## src/rtl/pmem_arbiter.sv

```systemverilog
`default_nettype none
// ============================================================================
//  Module      : pmem_arbiter
//  Description : Arbitrates icache / dcache line requests onto a single
//                burst physical-memory port. Each 256-bit line moves as four
//                64-bit beats; read beats are reassembled and returned with a
//                one-cycle response pulse.
//  Revision    : 1.0 - initial release
// ============================================================================
module pmem_arbiter (
    input  logic         clk,
    input  logic         rst,

    input  logic         i_read,
    input  logic [31:0]  i_address,
    output logic [255:0] i_rdata,
    output logic         i_resp,

    input  logic         d_read,
    input  logic         d_write,
    input  logic [31:0]  d_address,
    input  logic [255:0] d_wdata,
    output logic [255:0] d_rdata,
    output logic         d_resp,

    output logic         pmem_read,
    output logic         pmem_write,
    output logic [31:0]  pmem_address,
    output logic [63:0]  pmem_wdata,
    input  logic [63:0]  pmem_rdata,
    input  logic         pmem_resp
);

    localparam logic [2:0] c_IDLE = 3'd0;
    localparam logic [2:0] c_I_RD = 3'd1;
    localparam logic [2:0] c_D_RD = 3'd2;
    localparam logic [2:0] c_D_WR = 3'd3;
    localparam logic [2:0] c_DONE = 3'd4;

    // Line-aligned address: the low five bits select bytes within a line.
    localparam logic [31:0] c_LINE_MASK = 32'hFFFF_FFE0;

    logic [2:0]   r_state_q,   w_state_d;
    // Burst state that was granted; selects the responder while in DONE.
    logic [2:0]   r_owner_q,   w_owner_d;
    logic [1:0]   r_beat_q,    w_beat_d;
    logic [31:0]  r_addr_q,    w_addr_d;
    logic [255:0] r_wbuf_q,    w_wbuf_d;
    // Only beats 0..2 are buffered; beat 3 goes straight into the port register.
    logic [191:0] r_lbuf_q,    w_lbuf_d;
    // Separate per-port result registers keep each port's last line stable.
    logic [255:0] r_i_rdata_q, w_i_rdata_d;
    logic [255:0] r_d_rdata_q, w_d_rdata_d;

    logic         w_in_burst;
    logic         w_last_beat;

    assign w_in_burst  = (r_state_q == c_I_RD) || (r_state_q == c_D_RD) ||
                         (r_state_q == c_D_WR);
    assign w_last_beat = w_in_burst && pmem_resp && (r_beat_q == 2'd3);

    // State and datapath registers with synchronous reset.
    always_ff @(posedge clk) begin
        if (rst) begin
            r_state_q   <= c_IDLE;
            r_owner_q   <= c_IDLE;
            r_beat_q    <= 2'd0;
            r_addr_q    <= 32'd0;
            r_wbuf_q    <= 256'd0;
            r_lbuf_q    <= 192'd0;
            r_i_rdata_q <= 256'd0;
            r_d_rdata_q <= 256'd0;
        end else begin
            r_state_q   <= w_state_d;
            r_owner_q   <= w_owner_d;
            r_beat_q    <= w_beat_d;
            r_addr_q    <= w_addr_d;
            r_wbuf_q    <= w_wbuf_d;
            r_lbuf_q    <= w_lbuf_d;
            r_i_rdata_q <= w_i_rdata_d;
            r_d_rdata_q <= w_d_rdata_d;
        end
    end

    // Next-state: fixed-priority grant from IDLE, leave a burst on its 4th beat.
    always_comb begin
        w_state_d = r_state_q;
        case (r_state_q)
            c_IDLE: begin
                if (d_write)     w_state_d = c_D_WR;
                else if (d_read) w_state_d = c_D_RD;
                else if (i_read) w_state_d = c_I_RD;
            end
            c_I_RD, c_D_RD, c_D_WR: begin
                if (w_last_beat) w_state_d = c_DONE;
            end
            c_DONE:  w_state_d = c_IDLE;
            default: w_state_d = c_IDLE;
        endcase
    end

    // Datapath: latch request at grant, count beats, assemble read lines.
    always_comb begin
        w_owner_d   = r_owner_q;
        w_beat_d    = r_beat_q;
        w_addr_d    = r_addr_q;
        w_wbuf_d    = r_wbuf_q;
        w_lbuf_d    = r_lbuf_q;
        w_i_rdata_d = r_i_rdata_q;
        w_d_rdata_d = r_d_rdata_q;

        if ((r_state_q == c_IDLE) && (w_state_d != c_IDLE)) begin
            w_owner_d = w_state_d;
            w_beat_d  = 2'd0;
            w_addr_d  = ((w_state_d == c_I_RD) ? i_address : d_address) & c_LINE_MASK;
            w_wbuf_d  = d_wdata;
        end else if (w_in_burst && pmem_resp) begin
            w_beat_d = r_beat_q + 2'd1;
            if (r_state_q != c_D_WR) begin
                case (r_beat_q)
                    2'd0: w_lbuf_d[63:0]    = pmem_rdata;
                    2'd1: w_lbuf_d[127:64]  = pmem_rdata;
                    2'd2: w_lbuf_d[191:128] = pmem_rdata;
                    default: begin
                        if (r_state_q == c_I_RD) w_i_rdata_d = {pmem_rdata, r_lbuf_q};
                        else                     w_d_rdata_d = {pmem_rdata, r_lbuf_q};
                    end
                endcase
            end
        end
    end

    // Outputs: decoded purely from registered state, never from pmem inputs.
    always_comb begin
        pmem_read    = (r_state_q == c_I_RD) || (r_state_q == c_D_RD);
        pmem_write   = (r_state_q == c_D_WR);
        pmem_address = w_in_burst ? r_addr_q : 32'd0;
        pmem_wdata   = 64'd0;
        if (r_state_q == c_D_WR) begin
            case (r_beat_q)
                2'd0:    pmem_wdata = r_wbuf_q[63:0];
                2'd1:    pmem_wdata = r_wbuf_q[127:64];
                2'd2:    pmem_wdata = r_wbuf_q[191:128];
                default: pmem_wdata = r_wbuf_q[255:192];
            endcase
        end
        i_resp  = (r_state_q == c_DONE) && (r_owner_q == c_I_RD);
        d_resp  = (r_state_q == c_DONE) && (r_owner_q != c_I_RD);
        i_rdata = r_i_rdata_q;
        d_rdata = r_d_rdata_q;
    end

endmodule
`default_nettype wire

```

## config.mk

```make
export PLATFORM = sky130hd
export DESIGN_NAME = pmem_arbiter
export DESIGN_NICKNAME = d
export VERILOG_FILES = /design/src/rtl/pmem_arbiter.sv
export SDC_FILE = /design/constraint.sdc
export NUM_CORES = 2
export LEC_CHECK = 0
export BUFFER_PORTS_ARGS = -buffer_cell sky130_fd_sc_hd__buf_4
export CORE_AREA = 2 2 393 395
export CTS_BUF_LIST = sky130_fd_sc_hd__clkbuf_8
export CTS_CLUSTER_DIAMETER = 60
export CTS_CLUSTER_SIZE = 30
export DETAILED_ROUTE_END_ITERATION = 6
export DIE_AREA = 0 0 395 397
export GPL_TIMING_DRIVEN = 0
export PLACE_DENSITY_LB_ADDON = 0.2
export RECOVER_POWER = 50
export SLEW_MARGIN = 5
export SYNTH_ARGS = -nofsm -noshare
export SYNTH_HDL_FRONTEND = slang
export SYNTH_SLANG_ARGS = --single-unit
```

## constraint.sdc

```tcl
create_clock -name clk -period 2.8 [get_ports clk]
set_clock_uncertainty 0.2 [all_clocks]
set_input_delay 0.42 -clock clk [delete_from_list [all_inputs] [get_ports clk]]
set_output_delay 0.42 -clock clk [all_outputs]
set_load 0.1 [all_outputs]
```

Word level (Yosys, flattened, before mapping) --
Index checks and enable logic that the tools add are counted.
Storage, ports and cells: input port bits 390, register bits 995, output and inout bits 612, word-level logic and storage cells 52
Cells by class: bitwise operators 3, multiplexer cells 9, add/subtract/negate cells 1, reductions and logical operators 18, equal/unequal tests 11
Operators by type and width (count):
- $pmux 64 s3 | 1
- $mux 32 | 2
- $mux 64 | 1
- $mux 3 | 4
- $reduce_and 4->1 | 3
- $reduce_and 5->1 | 2
- $eq 3x1->1 const B | 3
- $eq 3x2->1 const B | 2
- $pmux 3 s2 | 1
- $reduce_or 3->1 | 2
- $logic_and 1x1->1 | 5
- $eq 2x2->1 const B | 2
- $eq 3x3->1 const B | 1
- $logic_not 3->1 | 1
- $ne 3x1->1 const B | 1
- $ne 3x2->1 const B | 1
- $not 1->1 | 3
- $reduce_bool 3->1 | 1
- $add 2x1->2 const B | 1
- $eq 2x1->1 const B | 1
- $logic_not 2->1 | 1
- $logic_or 1x1->1 | 2
- $reduce_or 2->1 | 1

Logic depth before layout (Yosys ltp) --
depth after elaboration 11, gate-level depth with buffers 7, depth with buffers taken out 5

Worst setup path before layout --
No wires, ideal clock.
path type flip-flop to output port, start point register r_state_q[0], end point output port i_resp, arrival 3778 ps, path slack -1598 ps, path buffers 1, cell stages (with the launch flop) 5, data required time 2180 ps, cells stage by stage dfxtp_1 buf_4 nor2_1 nand2_1 nor4b_1
Between the ends: word-level cells in the longest chain between the ends 2
RTL lines:
- from (decl) | line 43 | logic [2:0] r_state_q, w_state_d;
- from (signal assigned) | line 65 | r_state_q <= c_IDLE;
- from (signal assigned) | line 74 | r_state_q <= w_state_d;
- $eq 3x3->1 | line 147 | i_resp = (r_state_q == c_DONE) && (r_owner_q == c_I_RD);
- $logic_and 1x1->1 | line 147
- to (decl) | line 17 | output logic i_resp,
No other way between the ends.

Final worst setup path --
start point register r_beat_q[0], end point output port pmem_wdata[50]
Between the ends: word-level cells in the longest chain between the ends 3, elaborated cells between the ends (all ways) 5, classes of those cells eq/ne (2); mux (2); reduce/logical (1)
RTL lines:
- from (decl) | line 46 | logic [1:0] r_beat_q, w_beat_d;
- from (signal assigned) | line 76 | r_beat_q <= w_beat_d;
- $eq 2x2->1 (tied with other cells) | line 140 | case (r_beat_q)
- $pmux 64 s3 (*) | line 140
- $mux 64 (*) | line 139 | if (r_state_q == c_D_WR) begin
- to (decl) | line 29 | output logic [63:0] pmem_wdata,
Every way passes the cells marked *; elsewhere a longest branch is shown, timed or not.

==> impl_metrics.json <==
{
  "status": "complete, but fails checks",
  "violations": "DRC, setup timing",
  "grt_max_degree": 23,
  "wire_per_inst_um": 27.5,
  "drtIter0Drc": 3786,
  "maxSlewHeadroom": 0.147,
  "setup_viol": 530,
  "overflow": 0,
  "worstSetupEndpointType": "output pin",
  "ant_nets": 0,
  "power_frac_seq": 0.460,
  "finalHoldViolCount": 0,
  "holdWs_ns": 0.131,
  "cp-startpoint": "r_beat_q[0]",
  "final_cell_count_no_fill": 8434,
  "tns_ns": -85.37,
  "cp_max_fo": 7,
  "p_per_area_nw_per_um2": 560,
  "worst_pin_slew_ns": 1.28,
  "ios": 1002,
  "syn2layout_area_growth_pct": 44.9,
  "drv_slew": 0,
  "synth_top_area_frac": 0.495,
  "synthesis.area_um2": 40200,
  "criticalPathCategory": "reg -> out",
  "cts-root-buf": "clkbuf_8",
  "grt_pass1_vias": 42181,
  "max_stage_delay_ns": 0.47,
  "hpwlAfterDp_um": 178000,
  "internal-power_mw": 21.8,
  "cts_tree": "done",
  "cp.required_ns": 2.18,
  "numCtsBuffers": 100,
  "period_share": 1.21,
  "post-place-cells": 7785,
  "reg2reg_depth": 9,
  "die_h_um": 397,
  "synth.avg_cell_area_um2": 8.46,
  "regToRegSetupSlack_ns": -0.46,
  "pwr-share-clk": 0.357,
  "startpoint_type": "register",
  "wirelength_um": 232000,
  "antenna_found_initial": 32,
  "synth-main-ff-cell": "dfxtp_1",
  "initial_core_util": 0.263,
  "async_flop_share": 0,
  "yosysWarnings": 0,
  "cpMaxStageDelayCell": "a222oi_1",
  "final_util": 0.381,
  "ys_ff_latch": 995,
  "final_nets": 6675,
  "fmax_mhz": 295,
  "synthDistinctLibCells": 43,
  "synth_top_area_cell": "dfxtp_1",
  "cts.clk_slew.worst_paths_ns": 0.12,
  "worstSkewPairLatency_ns": 0.88,
  "cp_num_buf_inv": 4,
  "reg2reg_to": "i_rdata[227]",
  "vias_per_cell": 5.18,
  "reg2reg_from": "r_state_q[2]",
  "dr.pass1.iters": 7,
  "pre_cts_ws_ns": -0.968,
  "arrival_ns": 2.77,
  "p_switching_mw": 10.8,
  "crit_family": "compound AO/OA/AOI/OAI gates",
  "fin_ws_ns": -0.590,
  "synth_area_leaders": "dfxtp_1, a21oi_1, nand3_1",
  "die_area_um2": 157000,
  "peakVddDrop_v": 0.000378,
  "synth_common_cells": "dfxtp_1, a21oi_1, nand3_1",
  "drive_gt1_frac": 0.245,
  "routabilityCongestion": 0.910,
  "synth_edf_count": 0,
  "cts_buffer_depth": 3,
  "grt.total_usage": 0.281,
  "p_comb_frac": 0.183,
  "port_buffers": 984,
  "ys_seq_area_frac": 0.495,
  "htreeDepth": 3,
  "path_common_cell": "clkbuf_16",
  "core_area_um2": 153000,
  "hp-class": "in -> reg",
  "cp_num_cells": 8,
  "grt_first_pass_wirelength_um": 318000,
  "clock_sinks": 995,
  "syn_inst": 4753,
  "synth_most_common_cell": "dfxtp_1",
  "holdCritStartpoint": "d_wdata[72]",
  "swShare": 0.332,
  "row_count": 144,
  "drc": 5,
  "p_leak_nw": 22.2,
  "fin_crit_ns": 3.39,
  "rsz0062_at_grt": "yes",
  "maxCapViolations": 0,
  "die_w_um": 395,
  "crit_path_cell_trace": "inv_4 > ha_4 > clkbuf_16 > clkbuf_16 > a222oi_1 > o21a_1 > nor2_4 > buf_12",
  "endpoint": "pmem_wdata[50]",
  "vias": 43674
}
[what timing repair did]
action / 4_1_cts / 5_1_grt
gates resized for setup: 473 / 129
buffers inserted: 21 / 26
setup endpoints to repair: 660 / 230
pin swaps: 85 / 52
endpoints found under the hold margin: 610 / 0
gates cloned: 3 / 7
hold buffers: 387 / 0
[stage by stage]
step / power (mW) / cell area, µm²
after CTS: 32.6 / 59000
after global placement: 20.2 / 50600
after global routing: 33.8 / 58300
after detailed placement: 20.2 / 50600
final: 32.6 / 58300
after floorplan: 18.0 / 40700
[state kept, by name (all words and copies together) (netlist names)]
| signal | count |
|---|---|
| d_rdata | 256 |
| i_rdata | 256 |
| r_addr_q | 27 |
| r_beat_q | 2 |
| r_lbuf_q | 192 |
| r_owner_q | 3 |
| r_state_q | 3 |
| r_wbuf_q | 256 |
[cells by family (layout without fill, tap and decap cells)]
kind of cell,Yosys count,after routing,synth area share
mux,192,192,0.0478
other cells,1,27,0.0000933
simple gates,1236,1236,0.160
fa+ha+maj,5,5,0.00156
flops,995,995,0.495
compound gates,1767,1767,0.235
buf+inv,557,2168,0.0598
[worst min path at each step]
stage	cells after the start	slack (ns)	endpoint
global route	4	0.11	r_wbuf_q[72]
floorplan	2	0.24	r_owner_q[2]
detailed placement	2	0.26	r_owner_q[2]
global placement	2	0.26	i_rdata[214]
finish	4	0.13	r_wbuf_q[72]
CTS	4	0.05	r_wbuf_q[72]
[placed cells by master (no fill, tap or decap), drive strengths merged, types with 69 or more instances in the layout]
cell         synthesis  final
clkbuf             377   1006
dfxtp              995    995
a21oi              801    801
o21ai              800    800
nand3              797    797
buf                174    686
dlygate4sd3          0    387
nand2b             258    258
mux2i              192    192
nand2               69     69
[worst reg2reg max path: cells and delay by family, from the launching register on]
kind,cells,cell delay (ns)
AO/OA/AOI/OAI,1,0.16
AND/OR/NAND/NOR,2,0.42
buffers and inverters,6,2.07
flip-flops,1,0.32
[power by group through the flow]
stage,clock [mW],combinational [mW],sequential (mW)
2_1_floorplan,0,2.87,15.2
3_3_place_gp,0,4.86,15.3
3_5_place_dp,0,4.88,15.3
4_1_cts,11.8,5.81,15.0
5_1_grt,12.4,6.30,15.1
6_report,11.6,5.97,15.0
[layout make-up]
class                      instances  area (µm²)
antenna                           22        55.1
buffer                           547        2930
clock buffer                     107        1470
clock inverter                    83        1090
fill                           16009       94700
inverter                           6        30.0
multi-input combinational       3205       18500
sequential                       995       19900
tap                             2044        2560
timing repair buffer            1425       11700
[per-layer routing]
| metal | vias to the layer above | GRT usage | wire length, µm |
|---|---|---|---|
| li1 | 20079 | - | - |
| met5 | - | 0 | 39 |
| met2 | 1774 | 0.470 | 110000 |
| met1 | 21378 | 0.341 | 92300 |
| met3 | 435 | 0.0635 | 17600 |
| met4 | 8 | 0.134 | 12700 |
Power figures use the tool's default switching activity.
